### src/rtl/fft_run_sched.sv
// Frame scheduler for the FFT engine: captures one frame into the sample RAM, launches the
// engine, waits for done, and arbitrates the single RAM port. FFT_CONT_RUN_EN enables free-running DONE->FILL.
module fft_run_sched #(
  parameter int N_LOG2     = 12,
  parameter int AW         = 12,
  parameter int DW         = 12,
  parameter int STARVE_MAX = 8
) (
  input  logic          CLK,
  input  logic          RESET_N,
  input  logic          run_req,
  input  logic          abort,
  input  logic          smp_valid,
  input  logic [DW-1:0] smp_data,
  output logic          fft_start,
  input  logic          fft_done,
  input  logic          fft_mreq,
  output logic          fft_mgnt,
  input  logic          disp_mreq,
  output logic          disp_mgnt,
  output logic [1:0]    mem_sel,
  output logic          mem_we,
  output logic [AW-1:0] mem_addr,
  output logic [DW-1:0] mem_wdata,
  output logic          busy,
  output logic [7:0]    frame_cnt,
  output logic          ovf
);

  localparam int SW = $clog2(STARVE_MAX + 1);
  localparam logic [AW-1:0] LAST_ADDR = AW'((1 << N_LOG2) - 1);
  localparam logic [SW-1:0] STARVE_LIM = SW'(STARVE_MAX);

  typedef enum logic [2:0] {
    S_IDLE, S_FILL, S_LAUNCH, S_WAITLO, S_RUN, S_DONE
  } state_e;

  state_e          state_q, state_d;
  logic [AW-1:0]   fill_addr_q, fill_addr_d;
  logic [DW-1:0]   buf_q, buf_d;
  logic            buf_full_q, buf_full_d;
  logic [SW-1:0]   starve_q, starve_d;
  logic [7:0]      frame_cnt_q, frame_cnt_d;
  logic            ovf_q, ovf_d;
  logic            cap_gnt, fft_gnt, disp_gnt;
  logic            in_fill, fill_entry;

  // One owner per cycle; display starvation override only applies while the engine owns the RAM.
  always_comb begin
    cap_gnt  = 1'b0;
    fft_gnt  = 1'b0;
    disp_gnt = 1'b0;
    case (state_q)
      S_FILL: begin
        if (buf_full_q) cap_gnt  = 1'b1;
        else            disp_gnt = disp_mreq;
      end
      S_WAITLO, S_RUN: begin
        if (disp_mreq && starve_q == STARVE_LIM) disp_gnt = 1'b1;
        else if (fft_mreq)                      fft_gnt  = 1'b1;
        else                                    disp_gnt = disp_mreq;
      end
      default: disp_gnt = disp_mreq;
    endcase
  end

  always_comb begin
    state_d   = state_q;
    fft_start = 1'b0;
    case (state_q)
      S_IDLE:   if (run_req) state_d = S_FILL;
      S_FILL:   if (cap_gnt && fill_addr_q == LAST_ADDR) state_d = S_LAUNCH;
      S_LAUNCH: begin
        fft_start = 1'b1;
        state_d   = S_WAITLO;
      end
      S_WAITLO: if (!fft_done) state_d = S_RUN;
      S_RUN:    if (fft_done)  state_d = S_DONE;
      S_DONE: begin
`ifdef FFT_CONT_RUN_EN
        state_d = S_FILL;
`else
        state_d = S_IDLE;
`endif
      end
      default:  state_d = S_IDLE;
    endcase
    if (abort) begin
      state_d   = S_IDLE;
      fft_start = 1'b0;
    end
  end

  assign in_fill    = (state_q == S_FILL) && !abort;
  assign fill_entry = (state_d == S_FILL) && (state_q != S_FILL);

  always_comb begin
    buf_d       = buf_q;
    buf_full_d  = buf_full_q;
    fill_addr_d = fill_addr_q;
    ovf_d       = ovf_q;
    if (in_fill) begin
      if (cap_gnt) begin
        buf_full_d  = 1'b0;
        fill_addr_d = fill_addr_q + 1'b1;
      end
      if (smp_valid) begin
        if (!buf_full_q || cap_gnt) begin
          buf_full_d = 1'b1;
          buf_d      = smp_data;
        end else begin
          ovf_d = 1'b1;
        end
      end
    end
    // Leftover samples never carry into the next frame.
    if (state_d != S_FILL) begin
      buf_full_d  = 1'b0;
      fill_addr_d = '0;
    end
    if (fill_entry) ovf_d = 1'b0;
  end

  always_comb begin
    frame_cnt_d = frame_cnt_q;
    if (state_q == S_DONE && !abort) frame_cnt_d = frame_cnt_q + 8'd1;
    starve_d = '0;
    if (disp_mreq && !disp_gnt)
      starve_d = (starve_q == STARVE_LIM) ? STARVE_LIM : starve_q + 1'b1;
  end

  always_ff @(posedge CLK or negedge RESET_N) begin
    if (!RESET_N) begin
      state_q     <= S_IDLE;
      fill_addr_q <= '0;
      buf_q       <= '0;
      buf_full_q  <= 1'b0;
      starve_q    <= '0;
      frame_cnt_q <= '0;
      ovf_q       <= 1'b0;
    end else begin
      state_q     <= state_d;
      fill_addr_q <= fill_addr_d;
      buf_q       <= buf_d;
      buf_full_q  <= buf_full_d;
      starve_q    <= starve_d;
      frame_cnt_q <= frame_cnt_d;
      ovf_q       <= ovf_d;
    end
  end

  assign fft_mgnt  = fft_gnt;
  assign disp_mgnt = disp_gnt;
  assign mem_sel   = cap_gnt ? 2'd1 : fft_gnt ? 2'd2 : disp_gnt ? 2'd3 : 2'd0;
  assign mem_we    = cap_gnt;
  assign mem_addr  = fill_addr_q;
  assign mem_wdata = buf_q;
  assign busy      = (state_q != S_IDLE);
  assign frame_cnt = frame_cnt_q;
  assign ovf       = ovf_q;

endmodule
### config.mk
export PLATFORM = sky130hd
export DESIGN_NAME = fft_run_sched
export DESIGN_NICKNAME = d
export VERILOG_FILES = /design/src/rtl/fft_run_sched.sv
export SDC_FILE = /design/constraint.sdc
export NUM_CORES = 1
export LEC_CHECK = 0
export ABC_CLOCK_PERIOD_IN_PS = 3400
export BUFFER_PORTS_ARGS = -buffer_cell sky130_fd_sc_hd__buf_2
export CAP_MARGIN = 0
export CORE_AREA = 2 2 79 81
export DETAILED_ROUTE_END_ITERATION = 8
export DIE_AREA = 0 0 81 83
export GPL_TIMING_DRIVEN = 0
export PLACE_DENSITY = 0.61
export SYNTH_ARGS = -nofsm -noshare
export SYNTH_HDL_FRONTEND = slang
export SYNTH_SLANG_ARGS = --single-unit
### constraint.sdc
create_clock -name CLK -period 3.4 [get_ports CLK]
set_input_delay 0.34 -clock CLK [delete_from_list [all_inputs] [get_ports CLK]]
set_output_delay 0.34 -clock CLK [all_outputs]
set_load 0.02 [all_outputs]
# [Yosys cells after proc, flatten, opt, wreduce, memory -nomap -nowiden]
# Index checks and enable logic that the tools add are counted.
# W data, S select, Z words.
[op_classes] muxes=34 magnitude_cmp=0 reduce_logical=20 n_bitwise=0 n_mul=0 shifts=0 addsub=3 div_mod_pow=0 n_eq_ne=11
[op_table] cell="$mux W12" count=3
[op_table] cell="$mux W1" count=19
[op_table] cell="$mux W3" count=5
[op_table] cell="$pmux W3 S5" count=1
[op_table] cell="$add A12 B1 Y12 const B" count=1
[op_table] cell="$eq A12 B12 Y1 const B" count=1
[op_table] cell="$add A8 B1 Y8 const B" count=1
[op_table] cell="$mux W4" count=2
[op_table] cell="$reduce_bool A2 Y1" count=4
[op_table] cell="$eq A3 B1 Y1 const B" count=2
[op_table] cell="$eq A3 B2 Y1 const B" count=2
[op_table] cell="$eq A3 B3 Y1 const B" count=2
[op_table] cell="$logic_and A1 B1 Y1" count=6
[op_table] cell="$mux W2" count=3
[op_table] cell="$ne A3 B1 Y1 const B" count=2
[op_table] cell="$reduce_and A3 Y1" count=2
[op_table] cell="$add A4 B1 Y4 const B" count=1
[op_table] cell="$eq A4 B4 Y1 const B" count=1
[op_table] cell="$logic_not A1 Y1" count=3
[op_table] cell="$logic_not A3 Y1" count=1
[op_table] cell="$reduce_bool A3 Y1" count=1
[op_table] cell="$ne A2 B2 Y1 const B" count=1
[op_table] cell="$pmux W1 S2" count=1
[op_table] cell="$reduce_and A2 Y1" count=1
[op_table] cell="other kinds (2)" count=2
[word_totals] latchBits=0 inputBits=20 mem_bits_ro=0 ramBits=0 wordCells=75 register_bits=41 memories=0

# [Depth between registers and ports, before layout]
[logic_depth] word_depth=10 depth_mapped=7

# [Least setup slack after synthesis]
# Ideal clock, no wire load.
[synth_timing] kind="register to output" startpoint="reg state_q[0]" endpoint="out mem_sel[1]" path_slack_ns=1.268 n_path_buf=1 required_time_ns=3.060 stages_incl_launch_ff=7 arrival_time_ns=1.792 cell_sequence="dfrtp_1 > clkbuf_1 > nor3b_1 > o21ai_0 > o211ai_1 > inv_1 > or2_2"
[synth_via] elab_chain_len=6 elab_cells_between_ends=10 cone_classes="3 x eq/ne; 6 x mux; 1 x reduce/logical"
[synth_lines] item="start, declared" line_no="38" source="state_e state_q, state_d;"
[synth_lines] item="start signal, assigned" line_no="142" source="state_q <= state_d;"
[synth_lines] item="$eq A3 B3 Y1 or $eq A3 B2 Y1 (tied branches)" line_no="53" source="case (state_q)"
[synth_lines] item="$reduce_or A2 Y1" line_no="53"
[synth_lines] item="$pmux W1 S2 *" line_no="53"
[synth_lines] item="via disp_mgnt" line_no="20" source="output logic disp_mgnt,"
[synth_lines] item="$mux W2 * (3 in a row)" line_no="154" source="assign mem_sel = cap_gnt ? 2'd1 : fft_gnt ? 2'd2 : disp_gnt ? 2'd3 : 2'd0;"
[synth_lines] item="end, declared" line_no="21" source="output logic [1:0] mem_sel,"
# Mark *: on every way through the listed nets, which the timed path passes. The rest lies on a longest branch.

# [Worst setup path in the final report]
[layout_timing] startpoint="reg state_q[0]" endpoint="out mem_sel[1]"
[layout_via] elab_chain_len=6 elab_cells_between_ends=10 cone_classes="3 x eq/ne; 6 x mux; 1 x reduce/logical"
[layout_lines] item="$eq A3 B3 Y1 or $eq A3 B2 Y1 (tied branches)" line_no="53"
[layout_lines] item="$reduce_or A2 Y1" line_no="53"
[layout_lines] item="$pmux W1 S2" line_no="53"
[layout_lines] item="$mux W2 (2 in a row)" line_no="154"
[layout_lines] item="$mux W2 *" line_no="154"
# Every way passes the cells marked *; elsewhere a longest branch is shown, timed or not.

==> results_dict.tcl <==
set metrics [dict create \
    status "finished, final reports clean" \
    hold_viol_final 0 \
    io-pin-count 60 \
    power_density_mw_per_mm2 441 \
    die_h_um 83 \
    p_total_mw 1.09 \
    cts-root-buf "clkbuf_8" \
    critPathLaunchType "flop" \
    drt_iter0_drc 35 \
    place_congestion 0.799 \
    max_freq_ghz 0.373 \
    synth_nets 200 \
    grt_first_pass_wirelength_um 6500 \
    grt_overflow_total 0 \
    insertion_delay_ns 0.29 \
    slew_violations 0 \
    synth_top_flop_cell "dfrtp_1" \
    cts_resized 0 \
    dp_hpwl_um 2790 \
    finalSetupViolCount 0 \
    antenna_found_initial 0 \
    path_class "flop to output pin" \
    drive_gt1_frac 0.368 \
    h-tree-depth 2 \
    numCtsBuffers 5 \
    area_growth_pct 23.2 \
    yosys_register_bits 41 \
    p_leak_nw 1.27 \
    post-route-period-util 0.789 \
    grt_max_degree 42 \
    clock_path_buffers 2 \
    drt-total-wl_um 3890 \
    path_max_fanout 10 \
    hold_path_class "input pin to async pin" \
    die_w_um 81 \
    cp.required_ns 3.06 \
    dieArea_mm2 0.00672 \
    worst_slew_pin_slew_ns 0.914 \
    async_reset_ff_frac 1.00 \
    nNetsFinal 265 \
    fin_worst_skew_ns 0.00850 \
    rsz0062_at_grt "false" \
    core-area_mm2 0.00582 \
    synth_edf_count 0 \
    ir_drop_mv 0.255 \
    drv_cap 0 \
    cts_tree "done" \
    setup_tns_ns 0 \
    start_util 0.343 \
    mappedNetlistArea_mm2 0.00200 \
    relSlewSlack 0.391 \
    drc 0 \
    synthCells 176 \
    clk_pin_slew_ns 0.08 \
    first_global_vias 1449 \
    worst_setup_path_end_kind "output pin" \
    ys_seq_area_frac 0.514 \
    holdWs_ns 0.171 \
    avgViaCountPerCell 4.72 \
    fillCellCount 600 \
    placementRows 28 \
    ys_warn_count 0 \
    ys_types 41 \
    dr.pass1.iters 4 \
    drtAntennaViolNets 0 \
    cp.arrival_ns 2.34 \
    post_cts_buffers 0 \
    portBuffers 58 \
    drt-wirelength-per-cell_um 12.3 \
    insertedDiodeCount 0 \
    syn_area_per_cell_um2 11.3 \
    cts.sinks 41 \
    route.vias.total 1495 \
    grt_util_all_layers 0.122 \
    cts_hold_buffers 0 \
    period_needed_ns 2.68 \
]
-- cells in the final DEF, fill, tap and decap left out, drive strengths merged, types with 2 or more instances in the layout --
cell type	synthesis	layout
nand2b	2	2
clkbuf	1	9
xnor2	8	8
dfrtp	41	41
nor3b	2	2
nand3b	2	2
inv	7	7
a21oi	5	5
mux2	13	13
and3	4	4
nor3	3	3
nor2	20	20
nand4	7	7
nand3	8	8
ha	4	4
nand2	8	8
nor2b	2	2
buf	7	65
nor4	3	3
xor2	11	11
o21ai	2	2
or2	3	3
-- cells by family after synthesis --
logic type	after synthesis	share of synthesized area
buf+inv	15	0.0464
mux	14	0.0952
fa+ha+maj	4	0.0251
xor+xnor	19	0.0833
flops	41	0.514
simple gates	70	0.196
compound gates	13	0.0401
-- worst paths after layout --
path	from	end	slack (ns)	cells past startpoint
min	RESET_N	mem_addr[6]$_DFFE_PN0P_	0.17	1
max reg2reg	state_q[1]$_DFF_PN0_	mem_addr[3]$_DFFE_PN0P_	1.07	7
max in group asynchronous	RESET_N	mem_wdata[5]$_DFFE_PN0P_	2.65	1
max	state_q[0]$_DFF_PN0_	mem_sel[1]	0.72	7
min in group CLK	run_req	ovf$_DFFE_PN0P_	0.24	2
min reg2reg	frame_cnt[7]$_DFFE_PN0P_	frame_cnt[7]$_DFFE_PN0P_	0.48	1
-- registers in the layout, summed over array words and instances (netlist names) --
register,cells
ovf,1
mem_wdata,12
mem_addr,12
starve_q,4
buf_full_q,1
frame_cnt,8
state_q,3
-- cell type report --
| class | instances | area [um2] | share of cell area |
|---|---|---|---|
| buffer | 8 | 66.3 | 0.0269 |
| inverter | 7 | 26.3 | 0.0107 |
| timing repair buffer | 58 | 290 | 0.118 |
| tap | 75 | 93.8 | 0.0381 |
| clock buffer | 8 | 80.1 | 0.0325 |
| multi-input combinational | 120 | 878 | 0.357 |
| sequential | 41 | 1030 | 0.417 |
-- critical path, stage by stage (launching register included) --
cell and delay [ns]:
dfrtp_1 0.40, clkbuf_1 0.21, nor3b_1 0.43, o21ai_0 0.25
o211ai_1 0.26, inv_1 0.07, or2_2 0.28, buf_2 0.16
-- synth_stat cells, types with 4 or more instances --
master   number  share of area
a21oi_1       5          0.013
and3_1        4          0.013
buf_6         4          0.023
dfrtp_1      41           0.51
ha_1          4          0.025
inv_1         7          0.013
mux2_2        4          0.023
mux2_4        9          0.068
nand2_1       8          0.015
nand3_1       8          0.020
nand4_1       7          0.022
nor2_1       19          0.036
xnor2_1       8          0.035
xor2_1       11          0.048
-- metal layers --
metal / global-route usage / vias to the layer above / wire, um
met5: 0 / - / 0
li1: - / 733 / -
met4: 0.0416 / 0 / 44
met3: 0.0304 / 6 / 214
met2: 0.203 / 47 / 1940
met1: 0.152 / 709 / 1690
-- stage by stage --
stage	util	instances	worst slack [ns]	instance area, um2
floorplan	-	176	1.27	2000
global placement	0.409	309	1.02	2380
detailed placement	0.409	309	1.02	2380
CTS	0.423	317	0.696	2460
global route	0.423	317	0.535	2460
finish	0.423	317	0.716	2460
-- power by group --
part / total (mW) / switching [mW] / leakage [nW] / internal [mW]
logic: 0.222 / 0.119 / 0.679 / 0.103
registers: 0.556 / 0.0237 / 0.547 / 0.532
clock network: 0.309 / 0.163 / 0.0395 / 0.146
No activity file was read; power rests on OpenSTA's default activity.
